===== src/rtl/pipeline_pkg.sv =====
// Shared types and widths for the MEM pipeline stage and its MEM/WB register.
// Latency: not applicable, this package holds declarations only.
// Backpressure: not applicable, this package holds declarations only.
// Contents: FSM state enum, datapath widths, misalignment helper.
package pipeline_pkg;

  localparam int DATA_W     = 32;
  localparam int REG_ADDR_W = 5;
  localparam int PC_IDX_W   = 8;

  typedef enum logic {
    IDLE = 1'b0,
    WAIT = 1'b1
  } state_t;

  // Word accesses only: any memory op with a non-zero byte offset is misaligned.
  function automatic logic is_misaligned(input logic memop, input logic [1:0] addr_lo);
    return memop & (addr_lo != 2'b00);
  endfunction

endpackage


===== src/rtl/mem_access_stage_if.sv =====
// Data-memory req/ack bus between the MEM stage (master) and data memory (slave).
// Latency: variable; ack may arrive in the same cycle as req or any later cycle.
// Backpressure: master holds req, we, addr and wdata stable until ack.
// Signals: dmem_req, dmem_we, dmem_addr, dmem_wdata (master -> slave);
//          dmem_ack, dmem_rdata (slave -> master, rdata valid with ack).
interface mem_access_stage_if;
  import pipeline_pkg::*;

  logic              dmem_req;
  logic              dmem_we;
  logic [DATA_W-1:0] dmem_addr;
  logic [DATA_W-1:0] dmem_wdata;
  logic              dmem_ack;
  logic [DATA_W-1:0] dmem_rdata;

  modport master (
    output dmem_req, dmem_we, dmem_addr, dmem_wdata,
    input  dmem_ack, dmem_rdata
  );

  modport slave (
    input  dmem_req, dmem_we, dmem_addr, dmem_wdata,
    output dmem_ack, dmem_rdata
  );

endinterface


===== src/rtl/mem_access_stage_mem_wb.sv =====
// MEM/WB pipeline register with a bubble input that squashes the control bits.
// Latency: one cycle from input to output.
// Backpressure: none; on bubble the control bits go to 0 and ALU/reg fields hold.
// Ports: clk, reset; bubble; RegWrite, MemtoReg, ALUresult, writeReg, rdata_vld,
//        rdata in; RegWriteOut, MemtoRegOut, ReadDataOut, ALUResultOut, writeRegOut out.
module mem_wb_register
  import pipeline_pkg::*;
(
  input  logic                  clk,
  input  logic                  reset,
  input  logic                  bubble,
  input  logic                  RegWrite,
  input  logic                  MemtoReg,
  input  logic [DATA_W-1:0]     ALUresult,
  input  logic [REG_ADDR_W-1:0] writeReg,
  input  logic                  rdata_vld,
  input  logic [DATA_W-1:0]     rdata,
  output logic                  RegWriteOut,
  output logic                  MemtoRegOut,
  output logic [DATA_W-1:0]     ReadDataOut,
  output logic [DATA_W-1:0]     ALUResultOut,
  output logic [REG_ADDR_W-1:0] writeRegOut
);

  always_ff @(posedge clk or posedge reset) begin
    if (reset) begin
      RegWriteOut  <= 1'b0;
      MemtoRegOut  <= 1'b0;
      ReadDataOut  <= '0;
      ALUResultOut <= '0;
      writeRegOut  <= '0;
    end else begin
      // Read data is only meaningful in the cycle the memory acks it.
      ReadDataOut <= rdata_vld ? rdata : '0;
      if (bubble) begin
        RegWriteOut <= 1'b0;
        MemtoRegOut <= 1'b0;
      end else begin
        RegWriteOut  <= RegWrite;
        MemtoRegOut  <= MemtoReg;
        ALUResultOut <= ALUresult;
        writeRegOut  <= writeReg;
      end
    end
  end

endmodule


===== src/rtl/mem_access_stage.sv =====
// MEM pipeline stage: drives the data-memory bus, resolves branch redirects, feeds WB.
// Latency: one cycle to WB for a zero-wait access, plus one per ack-delay cycle.
// Backpressure: stall holds upstream while a request waits for ack; released in the
//   ack or timeout cycle. Ports: clk, reset, EX/MEM inputs, dmem bus (master), stall,
//   pc_redirect/redirect_target, mem_fault, bus_error, MEM/WB outputs.
module mem_access_stage
  import pipeline_pkg::*;
#(
  parameter int MEM_TIMEOUT = 16,
  parameter int CNT_W       = 8
) (
  input  logic                  clk,
  input  logic                  reset,
  input  logic                  RegWrite,
  input  logic                  MemtoReg,
  input  logic                  MemWrite,
  input  logic                  MemRead,
  input  logic                  inBranchTaken,
  input  logic [PC_IDX_W-1:0]   inBranchTarget,
  input  logic [DATA_W-1:0]     ALUresult,
  input  logic [DATA_W-1:0]     writedata,
  input  logic [REG_ADDR_W-1:0] writeReg,
  mem_access_stage_if.master    dmem,
  output logic                  stall,
  output logic                  pc_redirect,
  output logic [PC_IDX_W-1:0]   redirect_target,
  output logic                  mem_fault,
  output logic                  bus_error,
  output logic                  RegWriteOut,
  output logic                  MemtoRegOut,
  output logic [DATA_W-1:0]     ReadDataOut,
  output logic [DATA_W-1:0]     ALUResultOut,
  output logic [REG_ADDR_W-1:0] writeRegOut
);

  state_t           state;
  logic [CNT_W-1:0] wait_cnt;
  logic             memop;
  logic             misaligned;
  logic             in_wait;
  logic             req;
  logic             timeout_now;
  logic             bubble;

  assign memop      = MemRead | MemWrite;
  assign misaligned = is_misaligned(memop, ALUresult[1:0]);
  assign in_wait    = (state == WAIT);

  // Gated by reset so the request drops the instant reset asserts, even if
  // the held EX/MEM contents still describe a memory op.
  assign req = ~reset & (in_wait | (memop & ~misaligned));

  // Ack in the final wait cycle beats the timeout.
  assign timeout_now = in_wait & ~dmem.dmem_ack &
                       (wait_cnt == CNT_W'(MEM_TIMEOUT - 1));

  assign stall = req & ~dmem.dmem_ack & ~timeout_now;

  assign dmem.dmem_req   = req;
  assign dmem.dmem_we    = MemWrite;
  assign dmem.dmem_addr  = ALUresult;
  assign dmem.dmem_wdata = writedata;

  // Branches carry no memop, so a stall only delays the redirect.
  assign pc_redirect     = inBranchTaken & ~stall;
  assign redirect_target = inBranchTarget;

  assign bubble = stall | misaligned | timeout_now;

  always_ff @(posedge clk or posedge reset) begin
    if (reset) begin
      state     <= IDLE;
      wait_cnt  <= '0;
      bus_error <= 1'b0;
      mem_fault <= 1'b0;
    end else begin
      mem_fault <= misaligned;
      unique case (state)
        IDLE: begin
          if (req && !dmem.dmem_ack) begin
            state    <= WAIT;
            wait_cnt <= '0;
          end
        end
        WAIT: begin
          if (dmem.dmem_ack) begin
            state <= IDLE;
          end else if (timeout_now) begin
            state     <= IDLE;
            bus_error <= 1'b1;
          end else if (wait_cnt != '1) begin
            wait_cnt <= wait_cnt + 1'b1;
          end
        end
        default: state <= IDLE;
      endcase
    end
  end

  mem_wb_register u_mem_wb (
    .clk          (clk),
    .reset        (reset),
    .bubble       (bubble),
    .RegWrite     (RegWrite),
    .MemtoReg     (MemtoReg),
    .ALUresult    (ALUresult),
    .writeReg     (writeReg),
    .rdata_vld    (dmem.dmem_ack),
    .rdata        (dmem.dmem_rdata),
    .RegWriteOut  (RegWriteOut),
    .MemtoRegOut  (MemtoRegOut),
    .ReadDataOut  (ReadDataOut),
    .ALUResultOut (ALUResultOut),
    .writeRegOut  (writeRegOut)
  );

endmodule


===== src/flat_wrapper.sv =====
// flat-port wrapper written by rule: the top's interface ports become plain ports
module mem_access_stage_flat import pipeline_pkg::*;
#(
  parameter int MEM_TIMEOUT = 16,
  parameter int CNT_W       = 8
)
  (clk, reset, RegWrite, MemtoReg, MemWrite, MemRead, inBranchTaken, inBranchTarget, ALUresult, writedata, writeReg, stall, pc_redirect, redirect_target, mem_fault, bus_error, RegWriteOut, MemtoRegOut, ReadDataOut, ALUResultOut, writeRegOut, dmem_dmem_req, dmem_dmem_we, dmem_dmem_addr, dmem_dmem_wdata, dmem_dmem_ack, dmem_dmem_rdata);
  mem_access_stage_if dmem_i ();
  input  logic clk;
  input  logic reset;
  input  logic RegWrite;
  input  logic MemtoReg;
  input  logic MemWrite;
  input  logic MemRead;
  input  logic inBranchTaken;
  input  logic [PC_IDX_W-1:0] inBranchTarget;
  input  logic [DATA_W-1:0] ALUresult;
  input  logic [DATA_W-1:0] writedata;
  input  logic [REG_ADDR_W-1:0] writeReg;
  output logic stall;
  output logic pc_redirect;
  output logic [PC_IDX_W-1:0] redirect_target;
  output logic mem_fault;
  output logic bus_error;
  output logic RegWriteOut;
  output logic MemtoRegOut;
  output logic [DATA_W-1:0] ReadDataOut;
  output logic [DATA_W-1:0] ALUResultOut;
  output logic [REG_ADDR_W-1:0] writeRegOut;
  output wire logic [$bits(dmem_i.dmem_req)-1:0] dmem_dmem_req;
  output wire logic [$bits(dmem_i.dmem_we)-1:0] dmem_dmem_we;
  output wire logic [$bits(dmem_i.dmem_addr)-1:0] dmem_dmem_addr;
  output wire logic [$bits(dmem_i.dmem_wdata)-1:0] dmem_dmem_wdata;
  input wire logic [$bits(dmem_i.dmem_ack)-1:0] dmem_dmem_ack;
  input wire logic [$bits(dmem_i.dmem_rdata)-1:0] dmem_dmem_rdata;
  assign dmem_dmem_req = dmem_i.dmem_req;
  assign dmem_dmem_we = dmem_i.dmem_we;
  assign dmem_dmem_addr = dmem_i.dmem_addr;
  assign dmem_dmem_wdata = dmem_i.dmem_wdata;
  assign dmem_i.dmem_ack = dmem_dmem_ack;
  assign dmem_i.dmem_rdata = dmem_dmem_rdata;
  mem_access_stage #(.MEM_TIMEOUT(MEM_TIMEOUT), .CNT_W(CNT_W)) u_core (.clk(clk), .reset(reset), .RegWrite(RegWrite), .MemtoReg(MemtoReg), .MemWrite(MemWrite), .MemRead(MemRead), .inBranchTaken(inBranchTaken), .inBranchTarget(inBranchTarget), .ALUresult(ALUresult), .writedata(writedata), .writeReg(writeReg), .dmem(dmem_i), .stall(stall), .pc_redirect(pc_redirect), .redirect_target(redirect_target), .mem_fault(mem_fault), .bus_error(bus_error), .RegWriteOut(RegWriteOut), .MemtoRegOut(MemtoRegOut), .ReadDataOut(ReadDataOut), .ALUResultOut(ALUResultOut), .writeRegOut(writeRegOut));
endmodule

===== config.mk =====
export PLATFORM = sky130hd
export DESIGN_NAME = mem_access_stage_flat
export DESIGN_NICKNAME = d
export VERILOG_FILES = /design/src/rtl/pipeline_pkg.sv /design/src/rtl/mem_access_stage_if.sv /design/src/rtl/mem_access_stage_mem_wb.sv /design/src/rtl/mem_access_stage.sv /design/src/flat_wrapper.sv
export SDC_FILE = /design/constraint.sdc
export NUM_CORES = 1
export LEC_CHECK = 0
export BUFFER_PORTS_ARGS = -buffer_cell sky130_fd_sc_hd__buf_2
export CAP_MARGIN = 20
export CORE_MARGIN = 5
export CORE_UTILIZATION = 37
export CTS_CLUSTER_SIZE = 10
export DETAILED_ROUTE_END_ITERATION = 6
export PLACE_DENSITY = 0.76
export SLEW_MARGIN = 20
export SYNTH_ARGS = -nofsm -noshare
export SYNTH_HDL_FRONTEND = slang
export SYNTH_SLANG_ARGS = --single-unit

===== constraint.sdc =====
create_clock -name clk -period 2.3 [get_ports clk]
set_clock_uncertainty 0.2 [all_clocks]
set_input_delay 0.115 -clock clk [delete_from_list [all_inputs] [get_ports clk]]
set_output_delay 0.115 -clock clk [all_outputs]
set_load 0.01 [all_outputs]

==> results.cfg <==
[outcome]
status = finished, final reports clean

[clock_tree]
clk_pin_slew_ps = 80
numCtsBuffers = 9
cts_buffer_depth = 2
cts_setup_buffers = 0
cts_hold_buffers = 77
cts_tree = yes
cts_resized = 0
cts_max_level = 3
cts_num_sinks = 82
root_buffer = clkbuf_8
worstSkewPairLatency_ps = 340

[finish]
fin_nets = 612
drive_gt1_share_pct = 49.4
fill_cells = 841
finish.utilization_pct = 53.2
final_common_cell = buf_2
final_cells = 631
area_delta_synth_final_pct = 39.1
final_cell_mix = buf_2, dfrtp_1, dlygate4sd3_1
diodes = 0

[route]
route.detailed.drc = 0
ant_nets = 0
drt_wl_total_mm = 10.2
drtPass1Iterations = 4
drt-vias-per-instance = 4.55
avgRoutedWirePerCell_um = 16.2
via_count = 2868
drt_iter0_drc = 181

[timing]
slew_violations = 0
fmax_mhz = 447
setup_viol_count_final = 0
finalSetupTns_ps = 0
timing.final.hold_violations = 0
slew_headroom_pct = 60.5
fin_crit_sh_pct = 97.3
rsz0062_at_grt = false
worst_pin_slew_ps = 591
fin_crit_ps = 2240

[place]
numPortBuffers = 185
routabilityCongestion = 0.821
dp.cells = 539
place_hpwl_mm = 7.01

[die]
die_x_um = 111
core_area_um2 = 9820
dieArea_um2 = 12300
rows = 36
die_height_um = 111
io_pins = 266
start_util_pct = 38.2

[synth]
synthAdderAreaFrac_pct = 0.333
synth_fp_nets = 419
synth_compound_area_share_pct = 4.57
synth_area_leaders = dfrtp_1, buf_4, mux2_2
synthMuxAreaShare_pct = 12.2
synth_cell_type_count = 37
yosysSeqAreaShare_pct = 54.7
yosys.area.top_type = dfrtp_1
synth-simple-area-share_pct = 10.5
synth_cells = 301
synth_top_family_by_area = buffers and inverters
synth.avg_cell_area_um2 = 12.5
ys_ff_latch = 82
syn-cell-area_um2 = 3750
synth_warnings = 0
synthXorXnorAreaFrac_pct = 0
synth_top_area_share_pct = 54.7

[worst_setup_path]
reg2reg_depth = 6
worst_ep_required_time_ps = 1990
reg2reg_slack_ps = 70
cp_data_arrival_time_ps = 1920
startpoint_type = register
critical_path.endpoint_type = output port
r2r-start = u_core.wait_cnt[0]
critPathMaxFanout = 5
reg2reg_to = u_core.u_mem_wb.writeRegOut[4]
critPathKind = register to output port

[run]
max_cap_viol_count = 0

[grt]
groute.usage.overall_pct = 16.6
grt_max_degree = 57
grt_pass1_vias = 3179
gr-total-overflow = 0
antenna_found_initial = 0
grt_pass1_wl_mm = 16.5

[worst_hold_path]
hold_start = writedata[0]
holdPathStages = 0
hold_class = primary input to output port
hold_path_end = dmem_dmem_wdata[0]

[pwr]
power_leakage_uw = 0.00264
total_power_uw = 3480
ir_drop_mv = 0.289
power_density_nw_per_um2 = 666
cells by family after synthesis:
family,Yosys count
DFF,82
buffers and inverters,90
adders and majority gates,1
AOI/OAI and AO/OA,23
and+or+nand+nor,67
muxes,38
worst max-delay path, stage by stage (launching register included):
cell and delay (ps):
dfrtp_1 430, ha_1 260, and3_1 260, nand2_1 180, nor2_1 90, o31a_1 230, buf_2 130
routing by layer:
metal | part of all wire [%] | vias to the layer above | GRT usage (%) | routed length [um]
li1 | - | 1307 | - | -
met1 | 34 | 1346 | 16.6 | 3430
met2 | 53 | 186 | 30.5 | 5440
met3 | 10 | 29 | 6.33 | 1070
met4 | 2.7 | 0 | 7.39 | 277
met5 | 0 | - | 0 | 0
state kept, by name, indices dropped and copies added, names as in the netlist:
signal / count
u_core.u_mem_wb.MemtoRegOut: 1
u_core.u_mem_wb.writeRegOut: 5
u_core.bus_error: 1
u_core.u_mem_wb.ReadDataOut: 32
u_core.mem_fault: 1
u_core.u_mem_wb.ALUResultOut: 32
u_core.wait_cnt: 8
u_core.in_wait: 1
u_core.u_mem_wb.RegWriteOut: 1
how the worst max path moves through the flow:
stage	from	to	slack (ps)
2_1_floorplan	u_core.wait_cnt[0]	u_core.u_mem_wb.ALUResultOut[0]	300
5_1_grt	u_core.wait_cnt[0]	u_core.u_mem_wb.ALUResultOut[31]	2
3_3_place_gp	u_core.wait_cnt[0]	u_core.u_mem_wb.ALUResultOut[16]	210
3_5_place_dp	u_core.wait_cnt[0]	u_core.u_mem_wb.writeRegOut[4]	120
4_1_cts	u_core.wait_cnt[0]	pc_redirect	60
6_report	u_core.wait_cnt[0]	pc_redirect	60
final cells by class:
| type | instances | area (um2) | area share (%) |
|---|---|---|---|
| clock buffer | 10 | 138 | 2.64 |
| tap | 133 | 166 | 3.19 |
| clock inverter | 5 | 55.1 | 1.05 |
| sequential | 82 | 2050 | 39.3 |
| timing repair buffer | 265 | 1740 | 33.4 |
| inverter | 7 | 30.0 | 0.575 |
| multi-input combinational | 129 | 1040 | 19.8 |
cell usage after synthesis, drive strengths merged:
cell    number
dfrtp       82
buf         79
mux2        37
and2        32
nand2        9
a31oi        7
inv          7
nor2         7
nand3        6
a21oi        5
clkbuf       4
o21ai        3
a41oi        2
and3         2
nor3         2
o31a         2
a211o        1
and4         1
ha           1
mux2i        1
nand2b       1
nand3b       1
nand4        1
nor2b        1
nor4         1
o21a         1
o22ai        1
o311ai       1
or2          1
or2b         1
or4          1
per-stage QoR:
| step | instance area (um2) | hold WS [ps] | setup slack [ps] |
|---|---|---|---|
| final | 5220 | 30.0 | 62.5 |
| after global routing | 5220 | 30.0 | 1.60 |
| after CTS | 5220 | 30.1 | 64.6 |
| after detailed placement | 4260 | 30.1 | 118 |
| after global placement | 4260 | 30.1 | 211 |
| after floorplan | 3760 | 21.2 | 304 |
power breakdown:
group | switching [uW] | internal (uW)
clock network | 500 | 522
registers | 106 | 1600
logic | 339 | 408
No activity file was read; power rests on OpenSTA's default activity.
